## src/rtl/seg_scan_ctrl.sv

```systemverilog
`default_nettype none
// ============================================================================
// Module   : seg_scan_ctrl
// Purpose  : Time-multiplexed scan controller for a 4-digit seven-segment
//            display. Holds a 16-bit hex value with per-digit decimal points,
//            walks the digits at PRESCALE cycles per slot, and commits newly
//            loaded values only on frame boundaries so a frame never tears.
// Revision : 1.0 - initial release
// ----------------------------------------------------------------------------
// Ports
//   clk          in   system clock, rising edge
//   rst_n        in   asynchronous reset, active low
//   enable_i     in   1 = scanning, 0 = dark and held at digit 0
//   load_i       in   load request, accepted when load_i && ready_o
//   value_i      in   [15:12] digit 3 (leftmost) ... [3:0] digit 0
//   dp_i         in   decimal point per digit, 1 = lit
//   lz_en_i      in   leading-zero suppression enable (sampled live)
//   ready_o      out  1 when no load is waiting to be committed
//   an_o         out  digit anodes, active low, at most one low
//   hex_o        out  nibble for the shared seven-segment decoder
//   dp_n_o       out  decimal point, active low
//   frame_done_o out  one-cycle pulse, first cycle of digit 0 in a new frame
// ============================================================================
module seg_scan_ctrl #(
  parameter int unsigned PRESCALE = 50000
) (
  input  logic        clk,
  input  logic        rst_n,
  input  logic        enable_i,
  input  logic        load_i,
  input  logic [15:0] value_i,
  input  logic [3:0]  dp_i,
  input  logic        lz_en_i,
  output logic        ready_o,
  output logic [3:0]  an_o,
  output logic [3:0]  hex_o,
  output logic        dp_n_o,
  output logic        frame_done_o
);

  localparam int unsigned      CNT_W   = $clog2(PRESCALE);
  localparam logic [CNT_W-1:0] CNT_MAX = CNT_W'(PRESCALE - 1);

  // Scan state
  logic [CNT_W-1:0] cnt_q, cnt_d;
  logic [1:0]       idx_q, idx_d;

  // Display and shadow registers
  logic [15:0] disp_q, disp_d;
  logic [3:0]  disp_dp_q, disp_dp_d;
  logic [15:0] shadow_q, shadow_d;
  logic [3:0]  shadow_dp_q, shadow_dp_d;
  logic        pending_q, pending_d;

  // A frame-boundary commit is flagged for one cycle so that pending clears
  // (ready rises) exactly when digit 0 of the new frame reaches the outputs.
  logic        commit_q, commit_d;
  logic        wrap_q, wrap_d;

  // Registered outputs
  logic [3:0]  an_q, an_d;
  logic [3:0]  hex_q, hex_d;
  logic        dp_n_q, dp_n_d;
  logic        frame_done_q, frame_done_d;

  logic        tick;
  logic        wrap;
  logic        accept;
  logic [3:0]  blank;

  assign tick   = (cnt_q == CNT_MAX);
  assign wrap   = tick && (idx_q == 2'd3);
  assign accept = load_i && !pending_q;

  // Digit i (i > 0) is blank when it and every digit to its left are zero.
  always_comb begin
    blank    = 4'b0000;
    blank[3] = lz_en_i && (disp_q[15:12] == 4'h0);
    blank[2] = blank[3] && (disp_q[11:8] == 4'h0);
    blank[1] = blank[2] && (disp_q[7:4]  == 4'h0);
  end

  // Scan, handshake and commit
  always_comb begin
    cnt_d       = cnt_q;
    idx_d       = idx_q;
    disp_d      = disp_q;
    disp_dp_d   = disp_dp_q;
    shadow_d    = shadow_q;
    shadow_dp_d = shadow_dp_q;
    pending_d   = pending_q;
    commit_d    = 1'b0;
    wrap_d      = 1'b0;

    if (!enable_i) begin
      cnt_d = '0;
      idx_d = 2'd0;
      if (pending_q) begin
        // Nothing is on screen, so pending data can land at once.
        disp_d    = shadow_q;
        disp_dp_d = shadow_dp_q;
        pending_d = 1'b0;
      end
    end else begin
      cnt_d  = tick ? '0 : cnt_q + CNT_W'(1);
      idx_d  = tick ? idx_q + 2'd1 : idx_q;
      wrap_d = wrap;
      if (wrap && pending_q) begin
        disp_d    = shadow_q;
        disp_dp_d = shadow_dp_q;
        commit_d  = 1'b1;
      end
      if (commit_q) begin
        pending_d = 1'b0;
      end
    end

    // accept requires pending_q == 0, so it never collides with a commit.
    if (accept) begin
      shadow_d    = value_i;
      shadow_dp_d = dp_i;
      pending_d   = 1'b1;
    end
  end

  // Output decode from the current (post-edge) scan state, one cycle behind.
  always_comb begin
    an_d         = 4'b1111;
    dp_n_d       = 1'b1;
    hex_d        = disp_q[{idx_q, 2'b00} +: 4];
    frame_done_d = enable_i && wrap_q;
    if (enable_i && !blank[idx_q]) begin
      an_d   = ~(4'b0001 << idx_q);
      dp_n_d = ~disp_dp_q[idx_q];
    end
  end

  always_ff @(posedge clk or negedge rst_n) begin
    if (!rst_n) begin
      cnt_q        <= '0;
      idx_q        <= 2'd0;
      disp_q       <= 16'h0000;
      disp_dp_q    <= 4'h0;
      shadow_q     <= 16'h0000;
      shadow_dp_q  <= 4'h0;
      pending_q    <= 1'b0;
      commit_q     <= 1'b0;
      wrap_q       <= 1'b0;
      an_q         <= 4'b1111;
      hex_q        <= 4'h0;
      dp_n_q       <= 1'b1;
      frame_done_q <= 1'b0;
    end else begin
      cnt_q        <= cnt_d;
      idx_q        <= idx_d;
      disp_q       <= disp_d;
      disp_dp_q    <= disp_dp_d;
      shadow_q     <= shadow_d;
      shadow_dp_q  <= shadow_dp_d;
      pending_q    <= pending_d;
      commit_q     <= commit_d;
      wrap_q       <= wrap_d;
      an_q         <= an_d;
      hex_q        <= hex_d;
      dp_n_q       <= dp_n_d;
      frame_done_q <= frame_done_d;
    end
  end

  assign ready_o      = ~pending_q;
  assign an_o         = an_q;
  assign hex_o        = hex_q;
  assign dp_n_o       = dp_n_q;
  assign frame_done_o = frame_done_q;

endmodule
`default_nettype wire

```

## config.mk

```make
export PLATFORM = sky130hd
export DESIGN_NAME = seg_scan_ctrl
export DESIGN_NICKNAME = d
export VERILOG_FILES = /design/src/rtl/seg_scan_ctrl.sv
export SDC_FILE = /design/constraint.sdc
export NUM_CORES = 1
export LEC_CHECK = 0
export ABC_CLOCK_PERIOD_IN_PS = 5000
export BUFFER_PORTS_ARGS = -buffer_cell sky130_fd_sc_hd__buf_4
export CAP_MARGIN = 20
export CORE_ASPECT_RATIO = 0.5
export CORE_MARGIN = 2
export CORE_UTILIZATION = 45
export CTS_BUF_LIST = sky130_fd_sc_hd__clkbuf_4
export DETAILED_ROUTE_END_ITERATION = 16
export PLACE_DENSITY = 0.66
export SKIP_LAST_GASP = 1
export SLEW_MARGIN = 0
export SYNTH_ARGS = -nofsm -noshare
export SYNTH_HDL_FRONTEND = slang
export SYNTH_SLANG_ARGS = --single-unit
```

## constraint.sdc

```tcl
create_clock -name clk -period 5 [get_ports clk]
set_input_delay 1 -clock clk [delete_from_list [all_inputs] [get_ports clk]]
set_output_delay 1 -clock clk [all_outputs]
set_load 0.03 [all_outputs]
```

==> results of run 1 <==
## worst min path at each step
| stage | end | cells after the start | startpoint | slack (ps) |
|---|---|---|---|---|
| floorplan | pending_q$_DFFE_PN0P_ | 1 | commit_q$_DFF_PN0_ | 410 |
| global placement | pending_q$_DFFE_PN0P_ | 1 | commit_q$_DFF_PN0_ | 420 |
| detailed placement | pending_q$_DFFE_PN0P_ | 1 | commit_q$_DFF_PN0_ | 430 |
| CTS | pending_q$_DFFE_PN0P_ | 1 | commit_q$_DFF_PN0_ | 440 |
| global route | pending_q$_DFFE_PN0P_ | 1 | commit_q$_DFF_PN0_ | 460 |
| finish | pending_q$_DFFE_PN0P_ | 1 | commit_q$_DFF_PN0_ | 430 |
## worst max-delay path, cell delays in order, from the launching register on
cell and delay (ps):
dfrtp_1 450, nor4b_2 340, nand4_1 240, o22ai_2 810
mux2_2 420
## layer usage
metal  track usage (%)  wire [um]  vias to the layer above
li1                  -          -                      862
met1              19.2       2320                      929
met2              27.2       2440                       25
met3              5.75        187                       11
met4              7.56        109                        0
met5                 0          0                        -
## flip-flops by register name, summed over array words and instances, names as in the netlist
signal        cells
hex_o             4
disp_dp_q         4
wrap_q            1
dp_n_o            1
frame_done_o      1
commit_q          1
shadow_dp_q       4
an_o              4
pending_q         1
idx_q             2
shadow_q         16
cnt_q            16
disp_q           16
## area by class of cell
class / count / area, um2
Clock buffer: 11 / 82.6
Sequential cell: 71 / 1780
Clock inverter: 5 / 33.8
Tap cell: 92 / 115
Inverter: 5 / 18.8
Fill cell: 617 / 3100
Multi-Input combinational cell: 135 / 1170
Timing Repair Buffer: 35 / 263
## metrics by stage
stage          instances  power (mW)  utilization, %  setup WS, ps  hold slack, ps
6_report             354        1.33            52.8          2640             433
5_1_grt              354        1.42            52.8          2450             457
4_1_cts              354        1.36            52.8          2610             437
3_5_place_dp         338        1.04            51.0          2460             431
3_3_place_gp         338        1.03            51.0          2520             415
2_1_floorplan        220       0.943               -          2980             405
## power by group
| group | leakage, nW | switching [mW] | internal (mW) |
|---|---|---|---|
| Clock | 0.0633 | 0.196 | 0.113 |
| Sequential | 0.871 | 0.0708 | 0.700 |
| Combinational | 0.532 | 0.106 | 0.147 |
## cell usage in the layout, fill, tap and decap left out, types with 3 or more instances in the layout
cell type,count
and2_1,4
dfstp_2,5
nor3_1,3
nor4_1,3
or4_1,3
ha_1,5
dfrtp_1,66
nand2_1,7
nand4_1,5
clkbuf_4,11
xnor2_1,7
nand3_1,8
inv_1,5
and3_1,3
mux2_2,39
buf_4,35
mux4_2,5
nor2_1,12
a21oi_1,5
xor2_1,4
## cells by family after synthesis
group / Yosys count / share of synthesized area (%)
flip-flops: 71 / 59.2
AND/OR/NAND/NOR: 61 / 12.0
multiplexers: 46 / 19.0
buffers and inverters: 14 / 2.20
AO/OA/AOI/OAI: 12 / 2.37
XOR/XNOR: 11 / 3.20
adder cells (fa/ha/maj): 5 / 2.08
==> results.yml, run 1 <==
flow_run:
  max_cap_violations: 0
sta:
  tightestPinTransition_ps: 1040
  totalNegativeSetupSlack_ps: 0
  slew_headroom_pct: 30.2
  finalWorstPathRequiredPeriod_ps: 2360
  rsz0062_at_grt: "no"
  max_clock_freq_ghz: 0.424
  maxSlewViolCount: 0
  clock_skew_ps: 16.8
  setup_viol_count_final: 0
  period_share_pct: 47.1
  finalHoldViolations: 0
logic_synthesis:
  synth-seq-cells: 71
  post_synth_inst_count: 220
  synth_top_area_share_pct: 54.8
  synth_top_cells_by_area: "dfrtp_1 (55%), mux2_2 (15%), dfstp_2 (4.4%)"
  synth.largest_area_cell: "dfrtp_1"
  netlist_area_before_placement_mm2: 0.00301
  postSynthNetCount: 250
  synth-edff-count: 0
  post_synth.cell_area_avg_um2: 13.7
  synth.distinct_cells: 41
  yosys_warnings: 0
  synth_sequential_area_ratio_pct: 59.2
  synth.cells.most_frequent: "dfrtp_1 (66), mux2_2 (39), nor2_1 (12)"
  ys_async_sr_fraction_pct: 100
  post-synth-top-count-cell: "dfrtp_1"
  synthFlopType: "dfrtp_1"
power_and_ir_drop:
  power_density_over_the_cells_mw_per_mm2: 384
  leakage_nw: 1.47
  irDropWorstVdd_mv: 0.216
setup_path:
  required_ps: 5310
  worstSetupEndpoint: "disp_q[2]$_DFFE_PN0P_"
  timing.critical_path.from: "cnt_q[11]$_DFF_PN0_"
  reg2reg_setup_slack_ps: 2640
  start_kind: "register"
  end_kind: "register"
  worstPathMaxFanout: 20
  ff2ff_path_depth: 4
  worstPathArrival_ps: 2660
  critPathKind: "register to register"
  critical_path.reg2reg.endpoint: "disp_q[2]$_DFFE_PN0P_"
  reg2reg_from: "cnt_q[11]$_DFF_PN0_"
grt:
  pin_count_of_the_biggest_net_entering_global_routing: 72
  antenna_found_initial: 0
  globalRoute.totalOverflow: 0
  first_global_vias: 1838
  grtUsageTotal_pct: 16.0
  grt_first_pass_wirelength_mm: 8.77
clock_tree:
  post_cts_hold_buffer_count: 0
  buffer_type_at_the_clock_tree_root: "clkbuf_4"
  post_cts.repair.setup_buffers: 0
  cts_resized: 0
  worst_skew_pair.late_latency_ps: 420
  cts-buffers-inserted: 9
  clockBufferDepth: 2
  tritoncts: "done"
  ctsHtreeMaxLevel: 3
  path_clk_slew_ps: 100
  cts.sink_count: 71
place:
  place.port_buffers: 35
  dpl_cell_area_mm2: 0.00335
  gp_congestion: 0.777
  hpwl_mm: 3.45
run_status:
  outcome: "finished, final reports clean"
cells_and_area:
  layout-drive-gt1-share_pct: 41.6
  num-nets-final: 287
  finalInstanceArea_mm2: 0.00347
  synthToLayoutAreaGrowth_pct: 15.1
  antenna-diode-count: 0
detailed_routing:
  wl_per_cell_um: 14.3
  overall_routed_net_length_mm: 5.06
  drt-vias-per-instance: 5.16
  antenna_left: 0
  drt-pass1-iter-count: 4
  drt_first_iter_violations: 133
  route.detailed.drc: 0
  detailroute.via_count: 1827
die:
  core_mm2: 0.00657
  die-width_um: 120
  floorplan.initialDensity_pct: 45.9
  fp.dieH_um: 61.9
  std_cell_rows: 21
  die_area_mm2: 0.00741
  io-pin-count: 36
min_path:
  worstHoldPathType: "register to register"
Note: power is estimated with default switching activity, not from simulation.
==> run 2: changes to the inputs <==
--- a/config.mk
+++ b/config.mk
@@ -5,7 +5,7 @@
 export SDC_FILE = /design/constraint.sdc
 export NUM_CORES = 1
 export LEC_CHECK = 0
-export ABC_CLOCK_PERIOD_IN_PS = 5000
+export ABC_CLOCK_PERIOD_IN_PS = 2250
 export BUFFER_PORTS_ARGS = -buffer_cell sky130_fd_sc_hd__buf_4
 export CAP_MARGIN = 20
 export CORE_ASPECT_RATIO = 0.5
==> constraint.sdc (replaced) <==
create_clock -name clk -period 2.25 [get_ports clk]
set_input_delay 0.45 -clock clk [delete_from_list [all_inputs] [get_ports clk]]
set_output_delay 0.45 -clock clk [all_outputs]
set_load 0.03 [all_outputs]
==> results.yml, run 2 (same netlist as run 1, synthesis figures left out) <==
sta:
  finalHoldViolations: 0
  clock_skew_ps: 11.4
  maxSlewViolCount: 0
  finalWorstPathRequiredPeriod_ps: 1880
  slew_headroom_pct: 67.0
  tightestPinTransition_ps: 494
  max_clock_freq_ghz: 0.532
  period_share_pct: 83.6
  totalNegativeSetupSlack_ps: 0
  rsz0062_at_grt: "no"
  postLayoutSetupSlackWorst_ps: 370
  setup_viol_count_final: 0
setup_path:
  ff2ff_path_depth: 6
  worstPathArrival_ps: 2200
  required_ps: 2570
  crit_path_cell_trace: "ha_1 > and3_1 > nand4_1 > o22ai_2 > buf_12 > mux2_2"
  critical_path.reg2reg.endpoint: "disp_q[4]$_DFFE_PN0P_"
  reg2reg_setup_slack_ps: 370
  crit_path_top_delay_cell: "dfrtp_1"
  worstPathBufferInverterCount: 1
  end_kind: "register"
  worstPathMaxFanout: 20
  critical_path.top_delay_family: "simple AND/OR/NAND/NOR gates"
  reg2reg_from: "cnt_q[0]$_DFF_PN0_"
  start_kind: "register"
  critPathKind: "register to register"
  worst_path_largest_cell_delay_ps: 380
grt:
  grtUsageTotal_pct: 16.8
  grt_first_pass_wirelength_mm: 9.13
  antenna_found_initial: 0
  grt.busiest_layer: "met2"
  pin_count_of_the_biggest_net_entering_global_routing: 42
  globalRouteMet1Util_pct: 19.0
  global_routing_usage_on_met3_pct: 7.39
  first_global_vias: 1896
  grt_util_met2_pct: 29.4
  globalRoute.totalOverflow: 0
clock_tree:
  cts-buffers-inserted: 9
  clockBufferDepth: 2
  post_cts_hold_buffer_count: 1
  post_cts.repair.setup_buffers: 0
  worst_skew_pair.late_latency_ps: 430
  path_clk_slew_ps: 120
  buffer_type_at_the_clock_tree_root: "clkbuf_4"
  ctsHtreeMaxLevel: 3
  cts.sink_count: 71
  cts_resized: 0
  tritoncts: "done"
cells_and_area:
  layout_common_cells: "dfrtp_1 (66), mux2_2 (39), buf_4 (37), nor2_1 (12), clkbuf_4 (9)"
  footprint_of_the_flip_flops_and_latches_mm2: 0.00178
  synthToLayoutAreaGrowth_pct: 18.0
  antenna-diode-count: 0
  num-fill-cells: 569
  regs_by_ff_count: "cnt_q (16), disp_q (16), shadow_q (16)"
  finish.cell_count_without_fillers: 359
  most_common_cell_after_layout_fill_and_taps_aside: "dfrtp_1"
  layout-drive-gt1-share_pct: 41.9
  num-nets-final: 292
  multiInputGateArea_mm2: 0.00117
power_and_ir_drop:
  leakage_nw: 1.51
  finalPower_mw: 3.10
  power_density_over_the_cells_mw_per_mm2: 872
  irDropWorstVdd_mv: 0.408
detailed_routing:
  drt_first_iter_violations: 97
  antenna_left: 0
  drt-vias-per-instance: 5.15
  route.detailed.drc: 0
  wl_per_cell_um: 15.0
  drt-pass1-iter-count: 4
  overall_routed_net_length_mm: 5.40
  detailroute.via_count: 1849
die:
  core_mm2: 0.00657
  die-width_um: 120
  std_cell_rows: 21
  die_area_mm2: 0.00741
  io-pin-count: 36
  floorplan.initialDensity_pct: 45.9
  fp.dieH_um: 61.9
min_path:
  hold-path-cell-count: 2
  hold_start: "dp_i[2]"
  worstHoldPathType: "input pin to register"
  timing.hold.worst_endpoint: "shadow_dp_q[2]$_DFFE_PN0P_"
place:
  place.port_buffers: 35
  dpl_worst_slack_ps: 403
  placed_cells_incl_taps: 342
  hpwl_mm: 3.80
  gp_congestion: 0.805
run_status:
  outcome: "finished, final reports clean"
flow_run:
  max_cap_violations: 0
run 2: metrics by stage:
step	utilization (%)	area [um2]	hold WS, ps
floorplan	-	3010	154
global placement	51.9	3410	408
detailed placement	51.9	3410	412
CTS	54.2	3560	201
global route	54.2	3560	182
finish	54.2	3560	238
run 2: area by class of cell:
cell class	instances	share of cell area (%)
well taps	92	3.24
inverters	5	0.528
flip-flops and latches	71	50.1
clock inverters	7	2.00
repair buffers	40	9.22
multi-input cells	135	33.0
clock buffers	9	1.90
run 2: worst max-delay path by stage:
| stage | end | start | slack [ps] | depth (start not counted) |
|---|---|---|---|---|
| 2_1_floorplan | disp_dp_q[0]$_DFFE_PN0P_ | cnt_q[0]$_DFF_PN0_ | 560 | 6 |
| 3_3_place_gp | disp_q[8]$_DFFE_PN0P_ | cnt_q[0]$_DFF_PN0_ | 430 | 6 |
| 3_5_place_dp | disp_q[4]$_DFFE_PN0P_ | cnt_q[0]$_DFF_PN0_ | 400 | 6 |
| 4_1_cts | disp_q[4]$_DFFE_PN0P_ | cnt_q[0]$_DFF_PN0_ | 360 | 6 |
| 5_1_grt | disp_q[4]$_DFFE_PN0P_ | cnt_q[0]$_DFF_PN0_ | 300 | 6 |
| 6_report | disp_q[4]$_DFFE_PN0P_ | cnt_q[0]$_DFF_PN0_ | 370 | 6 |
run 2: metal layers:
metal	up-vias	share of wire (%)
li1	873	-
met1	951	43
met2	21	51
met3	4	4.2
met4	0	0.85
met5	-	0
run 2: power breakdown:
group	internal, mW	switching (mW)
Sequential	1.56	0.163
Combinational	0.340	0.240
Clock	0.340	0.463
Total	2.24	0.867
